[config.mk]
export PLATFORM = sky130hd
export DESIGN_NAME = simon_ctrl
export DESIGN_NICKNAME = d
export VERILOG_FILES = /design/src/rtl/simon_pkg.sv /design/src/rtl/simon_lfsr.sv /design/src/rtl/simon_ctrl.sv
export SDC_FILE = /design/constraint.sdc
export NUM_CORES = 1
export LEC_CHECK = 0
export ABC_CLOCK_PERIOD_IN_PS = 5200
export CORE_UTILIZATION = 46
export CTS_CLUSTER_SIZE = 12
export DETAILED_ROUTE_END_ITERATION = 10
export HOLD_SLACK_MARGIN = 0.06
export PLACE_DENSITY = 0.72
export SLEW_MARGIN = 20
export SYNTH_ARGS = -nofsm -noshare
export SYNTH_HDL_FRONTEND = slang
export SYNTH_HIERARCHICAL = 1
export SYNTH_SLANG_ARGS = --single-unit
[constraint.sdc]
create_clock -name clk -period 5.2 [get_ports clk]
set_input_delay 1.04 -clock clk [delete_from_list [all_inputs] [get_ports clk]]
set_output_delay 1.04 -clock clk [all_outputs]
set_load 0.005 [all_outputs]
[src/rtl/simon_pkg.sv]
// Shared types and constants for the Simon game controller.
package simon_pkg;

  // Width of a color index; four colors are encoded in two bits.
  localparam int COLOR_W = 2;

  // Value loaded into the color LFSR at the start of every pass over the sequence.
  localparam logic [7:0] LFSR_SEED = 8'hA5;

  // Feedback taps 8,6,5,4 expressed as a mask over bit positions 7,5,4,3.
  localparam logic [7:0] LFSR_TAPS = 8'b1011_1000;

  typedef enum logic [2:0] {
    S_IDLE,
    S_PLAY_ON,
    S_PLAY_OFF,
    S_USER,
    S_FAIL,
    S_WIN
  } state_e;

  // Expand a color index into the one-hot LED / switch pattern.
  function automatic logic [3:0] onehot(input logic [COLOR_W-1:0] c);
    return 4'b0001 << c;
  endfunction

endpackage

[src/rtl/simon_lfsr.sv]
// 8-bit Fibonacci LFSR that produces the color sequence.
// load has priority over step so a pass can restart on the same cycle it would advance.
module simon_lfsr
  import simon_pkg::*;
(
  input  logic       clk,
  input  logic       rst,
  input  logic       load,
  input  logic       step,
  output logic [7:0] q
);

  // Shift left with the tap parity fed into bit 0.
  always_ff @(posedge clk) begin
    // NOTE: sequential state uses <= so every register samples pre-edge values.
    if (rst || load) begin
      q <= LFSR_SEED;
    end else if (step) begin
      q <= {q[6:0], ^(q & LFSR_TAPS)};
    end
  end

endmodule

[src/rtl/simon_ctrl.sv]
// Simon memory-game controller: plays back a growing LFSR color sequence,
// then checks the user's switch presses against it.
// Optional: define SIMON_TIMEOUT_EN to fail the user turn after TIMEOUT idle cycles.
module simon_ctrl
  import simon_pkg::*;
#(
  parameter int MAX_SEQ = 15,
  parameter int ON_CYC  = 4,
  parameter int OFF_CYC = 2,
  parameter int TIMEOUT = 64
) (
  input  logic       clk,
  input  logic       rst,
  input  logic [3:0] sw,
  output logic [3:0] led,
  output logic [7:0] seq_len,
  output logic [7:0] seq_idx,
  output logic [7:0] best,
  output logic       user_turn,
  output logic       fail,
  output logic       win
);

  state_e     state_q;
  logic [7:0] seq_len_q, seq_idx_q, best_q, ph_cnt_q;
  logic [3:0] sw_prev_q;
  logic       user_turn_q, fail_q, win_q;

  logic [7:0] lfsr_q;
  logic       lfsr_load, lfsr_step;
  logic [3:0] want;
  logic       press, press_ok, last_elem, on_done, off_done, timed_out;

  simon_lfsr u_lfsr (
    .clk  (clk),
    .rst  (rst),
    .load (lfsr_load),
    .step (lfsr_step),
    .q    (lfsr_q)
  );

  // Only the low bits select a color; the rest exist to lengthen the sequence.
  logic unused_lfsr_bits;
  assign unused_lfsr_bits = ^lfsr_q[7:COLOR_W];

  assign want      = onehot(lfsr_q[COLOR_W-1:0]);
  assign press     = (sw_prev_q == 4'd0) && (sw != 4'd0);
  // Equality with a one-hot pattern already rejects multi-bit presses.
  assign press_ok  = press && (sw == want);
  assign last_elem = (seq_idx_q + 8'd1) == seq_len_q;
  assign on_done   = ph_cnt_q == 8'(ON_CYC - 1);
  assign off_done  = ph_cnt_q == 8'(OFF_CYC - 1);

`ifdef SIMON_TIMEOUT_EN
  logic [7:0] idle_cnt_q;

  // Count consecutive press-free user cycles; held at zero outside the user turn.
  always_ff @(posedge clk) begin
    if (rst || state_q != S_USER || press) begin
      idle_cnt_q <= 8'd0;
    end else begin
      idle_cnt_q <= idle_cnt_q + 8'd1;
    end
  end

  assign timed_out = idle_cnt_q == 8'(TIMEOUT - 1);
`else
  logic unused_timeout;
  assign unused_timeout = (TIMEOUT == 0);
  assign timed_out      = 1'b0;
`endif

  // Restart the color sequence when a playback pass or a user turn begins;
  // otherwise advance once per consumed element.
  assign lfsr_load = (state_q == S_IDLE)
                  || (state_q == S_PLAY_OFF && off_done && last_elem)
                  || (state_q == S_USER && press_ok && last_elem);
  assign lfsr_step = (state_q == S_PLAY_OFF && off_done && !last_elem)
                  || (state_q == S_USER && press_ok && !last_elem);

  // Previous switch value for press (rising from all-zero) detection.
  always_ff @(posedge clk) begin
    if (rst) sw_prev_q <= 4'd0;
    else     sw_prev_q <= sw;
  end

  // Game FSM with its counters and registered status flags.
  always_ff @(posedge clk) begin
    if (rst) begin
      state_q     <= S_IDLE;
      seq_len_q   <= 8'd1;
      seq_idx_q   <= 8'd0;
      best_q      <= 8'd0;
      ph_cnt_q    <= 8'd0;
      user_turn_q <= 1'b0;
      fail_q      <= 1'b0;
      win_q       <= 1'b0;
    end else begin
      case (state_q)
        S_IDLE: begin
          state_q   <= S_PLAY_ON;
          seq_idx_q <= 8'd0;
          ph_cnt_q  <= 8'd0;
        end
        S_PLAY_ON: begin
          if (on_done) begin
            ph_cnt_q <= 8'd0;
            state_q  <= S_PLAY_OFF;
          end else begin
            ph_cnt_q <= ph_cnt_q + 8'd1;
          end
        end
        S_PLAY_OFF: begin
          if (off_done) begin
            ph_cnt_q <= 8'd0;
            if (last_elem) begin
              state_q     <= S_USER;
              seq_idx_q   <= 8'd0;
              user_turn_q <= 1'b1;
            end else begin
              state_q   <= S_PLAY_ON;
              seq_idx_q <= seq_idx_q + 8'd1;
            end
          end else begin
            ph_cnt_q <= ph_cnt_q + 8'd1;
          end
        end
        S_USER: begin
          if (press_ok) begin
            if (last_elem) begin
              user_turn_q <= 1'b0;
              if (seq_len_q > best_q) best_q <= seq_len_q;
              if (seq_len_q == 8'(MAX_SEQ)) begin
                state_q <= S_WIN;
                win_q   <= 1'b1;
              end else begin
                state_q   <= S_PLAY_ON;
                seq_len_q <= seq_len_q + 8'd1;
                seq_idx_q <= 8'd0;
                ph_cnt_q  <= 8'd0;
              end
            end else begin
              seq_idx_q <= seq_idx_q + 8'd1;
            end
          end else if (press || timed_out) begin
            state_q     <= S_FAIL;
            user_turn_q <= 1'b0;
            fail_q      <= 1'b1;
          end
        end
        S_FAIL, S_WIN: ; // terminal until reset
        default: state_q <= S_IDLE;
      endcase
    end
  end

  // LED source depends on the phase: the sequence color, the user's switches, or dark.
  always_comb begin
    // NOTE: default first so no path leaves led unassigned (no latch).
    led = 4'd0;
    case (state_q)
      S_PLAY_ON: led = want;
      S_USER:    led = sw;
      default:   led = 4'd0;
    endcase
  end

  assign seq_len   = seq_len_q;
  assign seq_idx   = seq_idx_q;
  assign best      = best_q;
  assign user_turn = user_turn_q;
  assign fail      = fail_q;
  assign win       = win_q;

endmodule

; ---- Word-level counts from Yosys, hierarchy flattened
; Cells that the tools add are included.
[totals]
regBits = 50
in_bits = 6
output_inout_bits = 31
[op_classes]
n_bitwise = 3
add_sub_neg = 3
shift = 1
n_lt_le_gt_ge = 1
reduce_logical = 29
mux = 26
eq_ne = 19
[ops]
columns = cell, n
row1 = $mux 8, 9
row2 = $pmux 8 s4, 1
row3 = $add 8x1->8 const B, 3
row4 = $pmux 8 s3, 1
row5 = $reduce_and 4->1, 5
row6 = $mux 3, 6
row7 = $pmux 3 s5, 1
row8 = $ne 2x2->1 const B, 6
row9 = $reduce_and 5->1, 2
row10 = $ne 3x3->1 const B, 3
row11 = $eq 8x1->1 const B, 1
row12 = $eq 8x2->1 const B, 1
row13 = $eq 8x4->1 const B, 1
row14 = $eq 8x8->1, 1
row15 = $gt 8x8->1, 1
row16 = $logic_and 1x1->1, 8
row17 = $pmux 4 s2, 1
row18 = $reduce_bool 4->1, 2
row19 = $reduce_xor 8->1, 1
row20 = $eq 3x2->1 const B, 2
row21 = $eq 3x3->1 const B, 2
row22 = $mux 1, 5
row23 = $eq 4x4->1, 1
row24 = $logic_not 4->1, 1
row25 = 12 further kinds, 17

; ---- Depth between registers and ports, before layout
[logic_depth]
ltp_word = 7
mapped_depth = 12
ltp_nobuf = 10

; ---- Modules after synthesis
; The synthesis kept the hierarchy.
[by_module_without_submodules]
columns = mod, area_each_um2, cells_per_inst, n_inst
row1 = simon_ctrl, 2796.4, 349, 1
row2 = simon_lfsr, 324.1, 30, 1

; ---- Worst setup path before layout
; No wires, ideal clock.
[synth_path]
path_type = input -> register
start = input sw[3]
end = register u_lfsr.q[2]
setup_time_ps = 123
t_arrival_ps = 2939
setup_slack_ps = 2138
n_path_buf = 2
stages = 9
cell_sequence = or3b_1 -> a2111oi_4 -> or3_1 -> nand2_1 -> clkbuf_1 -> a21oi_1 -> buf_2 -> mux2i_1 -> nand2_1
[synth_via]
word_cells_on_any_way = 10
classes_between = 1 x eq/ne / 9 x reduce/logical
[synth_rtl]
columns = item, line_no
row1 = "start, declared", simon_ctrl.sv:14  ; input logic [3:0] sw,
row2 = $reduce_bool 4->1, simon_ctrl.sv:47  ; assign press = (sw_prev_q == 4'd0) && (sw != 4'd0);
row3 = $logic_and 1x1->1, simon_ctrl.sv:47
row4 = $logic_and 1x1->1 (*), simon_ctrl.sv:49  ; assign press_ok = press && (sw == want);
row5 = $logic_and 1x1->1 (*) (2 in a row), simon_ctrl.sv:79  ; || (state_q == S_USER && press_ok && !last_elem);
row6 = $logic_or 1x1->1 (*), simon_ctrl.sv:79
row7 = via lfsr_step, simon_ctrl.sv:30  ; logic lfsr_load, lfsr_step;
row8 = "end signal, assigned", simon_lfsr.sv:19  ; q <= {q[6:0], ^(q & LFSR_TAPS)};
row9 = "end, declared", simon_lfsr.sv:10  ; output logic [7:0] q
; The timed path passes the listed nets; every way through them passes the cells marked *.
; A chain may end at the register's enable or synchronous reset.

; ---- Worst setup path after layout
[layout_path]
start = input sw[3]
end = register u_lfsr.q[5]
; Same word-level chain as after synthesis.

==> impl_metrics.ini <==
[grt]
first_global_vias = 2765
antenna_found_initial = 0
overflow = 0
grt_max_degree = 30
track_usage = 0.2280
grt_first_pass_wirelength_mm = 13.35

[timing]
fmax_mhz = 286.5
slew_viol_final = 0
finalCritPeriodShare = 0.6712
min_period_ns = 3.490
rsz0062_at_grt = no
hold_viol_final = 0
clock_skew_ns = 0.01280
tightest_slew_ns = 1.067
setup_tns_ns = 0
setup_violations = 0
timing.hold.ws_ns = 0.4925
relSlewSlack = 0.2862

[detailed_routing]
drt_wl_total_mm = 7.797
via_per_inst = 6.285
vias = 3023
drt_iter0_drc = 298
drt-pass1-iter-count = 8
ant_nets = 0
wl_per_cell_um = 16.21
drcViolationCount = 4

[final_layout]
area_growth_pct = 15.76
fillerInstances = 609
diodes = 0
layout.nets = 422
multi_input_area_um2 = 1949
drive_above_1_share = 0.08168
final_cell_area_um2 = 3612
seqCellArea_um2 = 1001

[synthesis]
synth_top_family_by_area = simple AND/OR/NAND/NOR gates
yosysSeqAreaShare = 0.3208
synth.distinct_cells = 59
avgSynthCellArea_um2 = 8.233
synth_top_cell_by_area = dfxtp_1
yosys-top-cells-area = dfxtp_1 32%, a21oi_1 5.5%, ha_1 4.8%, nor2_1 3.2%, mux2i_1 2.9%
async_reset_ff_frac = 0
synth_xor_area_frac = 0.03809
synth_simple_gate_area_frac = 0.2514
synthMuxAreaShare = 0.04090
synth_edf_count = 0
ys.flop_type = dfxtp_1
synth_top_cell_area_share = 0.3208
netlist_area_um2 = 3120
yosysWarnings = 6
synth_nets = 397
synth_compound_area_frac = 0.2462
synth_fa_ha_area_frac = 0.04812
ys_ff_latch = 50
synthCells = 379

[floorplanning]
die_y_um = 84.37
initial_utilization = 0.4831
rows = 29
die-width_um = 84.37
core_area_um2 = 6459
dieArea_um2 = 7117
io_pins = 37

[placement]
portBuffers = 36
globalplace.congestion = 0.9050
post-dp-hpwl_mm = 5.420
postPlaceCellArea_um2 = 3505

[power]
p_leak_nw = 1.266
p_total_uw = 974.1
power.density_nw_per_um2 = 269.7
peakVddDrop_uv = 191.0

[cts]
cts.repair.resized = 0
clkTransAtPathRegs_ns = 0.10
clkSinkCount = 50
cts_root_buffer = clkbuf_8
clk_latency_ns = 0.31
cts_tree = done
htree_levels = 2
numCtsBuffers = 5
cts_hold_buffers = 0
clock_path_buffers = 2
cts_setup_buffers = 0

[setup_path]
start_kind = input port
criticalPathCategory = input port to flop
worstPathArrival_ns = 3.67
critPathSlowestCell = nor4_1
cp-startpoint = sw[3]
path_max_fanout = 16
r2r-start = seq_idx[0]$_SDFFE_PP0P_
path_cells = clkdlybuf4s50_1 > or2_2 > nor4_1 > or3_1 > nand2_1 > a21oi_1 > buf_4 > mux2i_1 > nand2_1
slowest_delay_ns = 0.55
crit_path_end_kind = flop
crit_top_cell = nand2_1
critPathRequiredTime_ns = 5.38

[min_path]
worstHoldStart = user_turn$_SDFFE_PP0P_
holdCritPathClass = flop to flop

[status]
violations = DRC
status = complete, but fails checks

[flow_run]
maxCapViolCount = 0
## flip-flops by register name, indices dropped and copies added, names as in the netlist
register   count
ph_cnt_q       8
seq_idx        8
state_q        3
fail           1
u_lfsr/q       8
win            1
sw_prev_q      4
user_turn      1
seq_len        8
best           8
## synthesized netlist by cell type, drive strengths merged, types with 2 or more instances
| library cell | count |
|---|---|
| nor4 | 8 |
| a21oi | 34 |
| xor2 | 5 |
| clkbuf | 12 |
| and2 | 2 |
| and3 | 12 |
| o41ai | 4 |
| a31oi | 5 |
| or4 | 3 |
| nor2 | 27 |
| a31o | 4 |
| nand4 | 10 |
| mux2i | 9 |
| dfxtp | 50 |
| ha | 12 |
| buf | 10 |
| a32o | 5 |
| nand2b | 7 |
| o32ai | 4 |
| o31ai | 5 |
| o311ai | 3 |
| a211o | 4 |
| nor2b | 7 |
| o31a | 3 |
| o21ai | 18 |
| nor3 | 12 |
| mux2 | 3 |
| nand2 | 20 |
| nand3b | 2 |
| o211ai | 4 |
| or3 | 4 |
| a2111oi | 2 |
| and4 | 2 |
| a311oi | 6 |
| or2 | 8 |
| xnor2 | 6 |
| inv | 18 |
| nand3 | 17 |
## area by class of cell
cell class                 instances  area share
clock buffer                       5     0.01905
clock inverter                     2     0.01074
inverter                          18     0.01870
multi-input combinational        289      0.5397
sequential                        50      0.2771
tap                               77     0.02667
timing repair buffer              40      0.1081
## cell usage in the layout, fill, tap and decap left out, types with 6 or more instances in the layout
master           netlist  final
a21oi_1               34     34
a311oi_1               6      6
and3_1                12     12
clkdlybuf4s50_1        0     36
dfxtp_1               50     50
ha_1                  12     12
inv_1                 18     18
mux2i_1                9      9
nand2_1               20     20
nand2b_1               7      7
nand3_1               17     17
nand4_1               10     10
nor2_1                27     27
nor2b_1                7      7
nor3_1                12     12
nor4_1                 8      8
o21ai_0               18     18
or2_2                  7      7
## per-layer routing
metal	up-vias	global-route usage	wire length, µm
met4	0	0.05239	106
met1	1416	0.3148	3602
met5	-	0	0
li1	1486	-	-
met3	15	0.03835	477
met2	106	0.3741	3610
## worst max-delay path: cells and delay by family
| kind | cells | cell delay [ns] |
|---|---|---|
| AND/OR/NAND/NOR | 5 | 1.51 |
| buffers and inverters | 2 | 0.68 |
| AO/OA/AOI/OAI | 1 | 0.24 |
| multiplexers | 1 | 0.21 |
## report_power, final
group / switching [mW] / internal, mW / leakage, nW
clock: 0.134 / 0.142 / 0.0542
sequential: 0.0348 / 0.398 / 0.405
combinational: 0.163 / 0.101 / 0.807
total: 0.333 / 0.642 / 1.27
## path summary, 6_finish.rpt
path	endpoint	slack (ns)	cells past startpoint
setup / recovery	u_lfsr/q[5]$_SDFFE_PP1P_	1.71	9
hold / removal	user_turn$_SDFFE_PP0P_	0.49	2
setup reg to reg	ph_cnt_q[4]$_SDFFE_PP0P_	2.19	7
hold reg to reg	user_turn$_SDFFE_PP0P_	0.49	2
## through the flow
step / setup WS [ns] / cells / utilization
global route: 1.371 / 481 / 0.5593
detailed placement: 1.403 / 474 / 0.5426
finish: 1.710 / 481 / 0.5593
floorplan: 2.138 / 379 / -
CTS: 1.714 / 481 / 0.5593
global placement: 1.472 / 474 / 0.5426
## cell families after synthesis
logic type | after synthesis
compound gates | 109
buf+inv | 40
simple gates | 145
mux | 12
fa+ha+maj | 12
flops | 50
xor+xnor | 11
No activity file was read; power rests on OpenSTA's default activity.
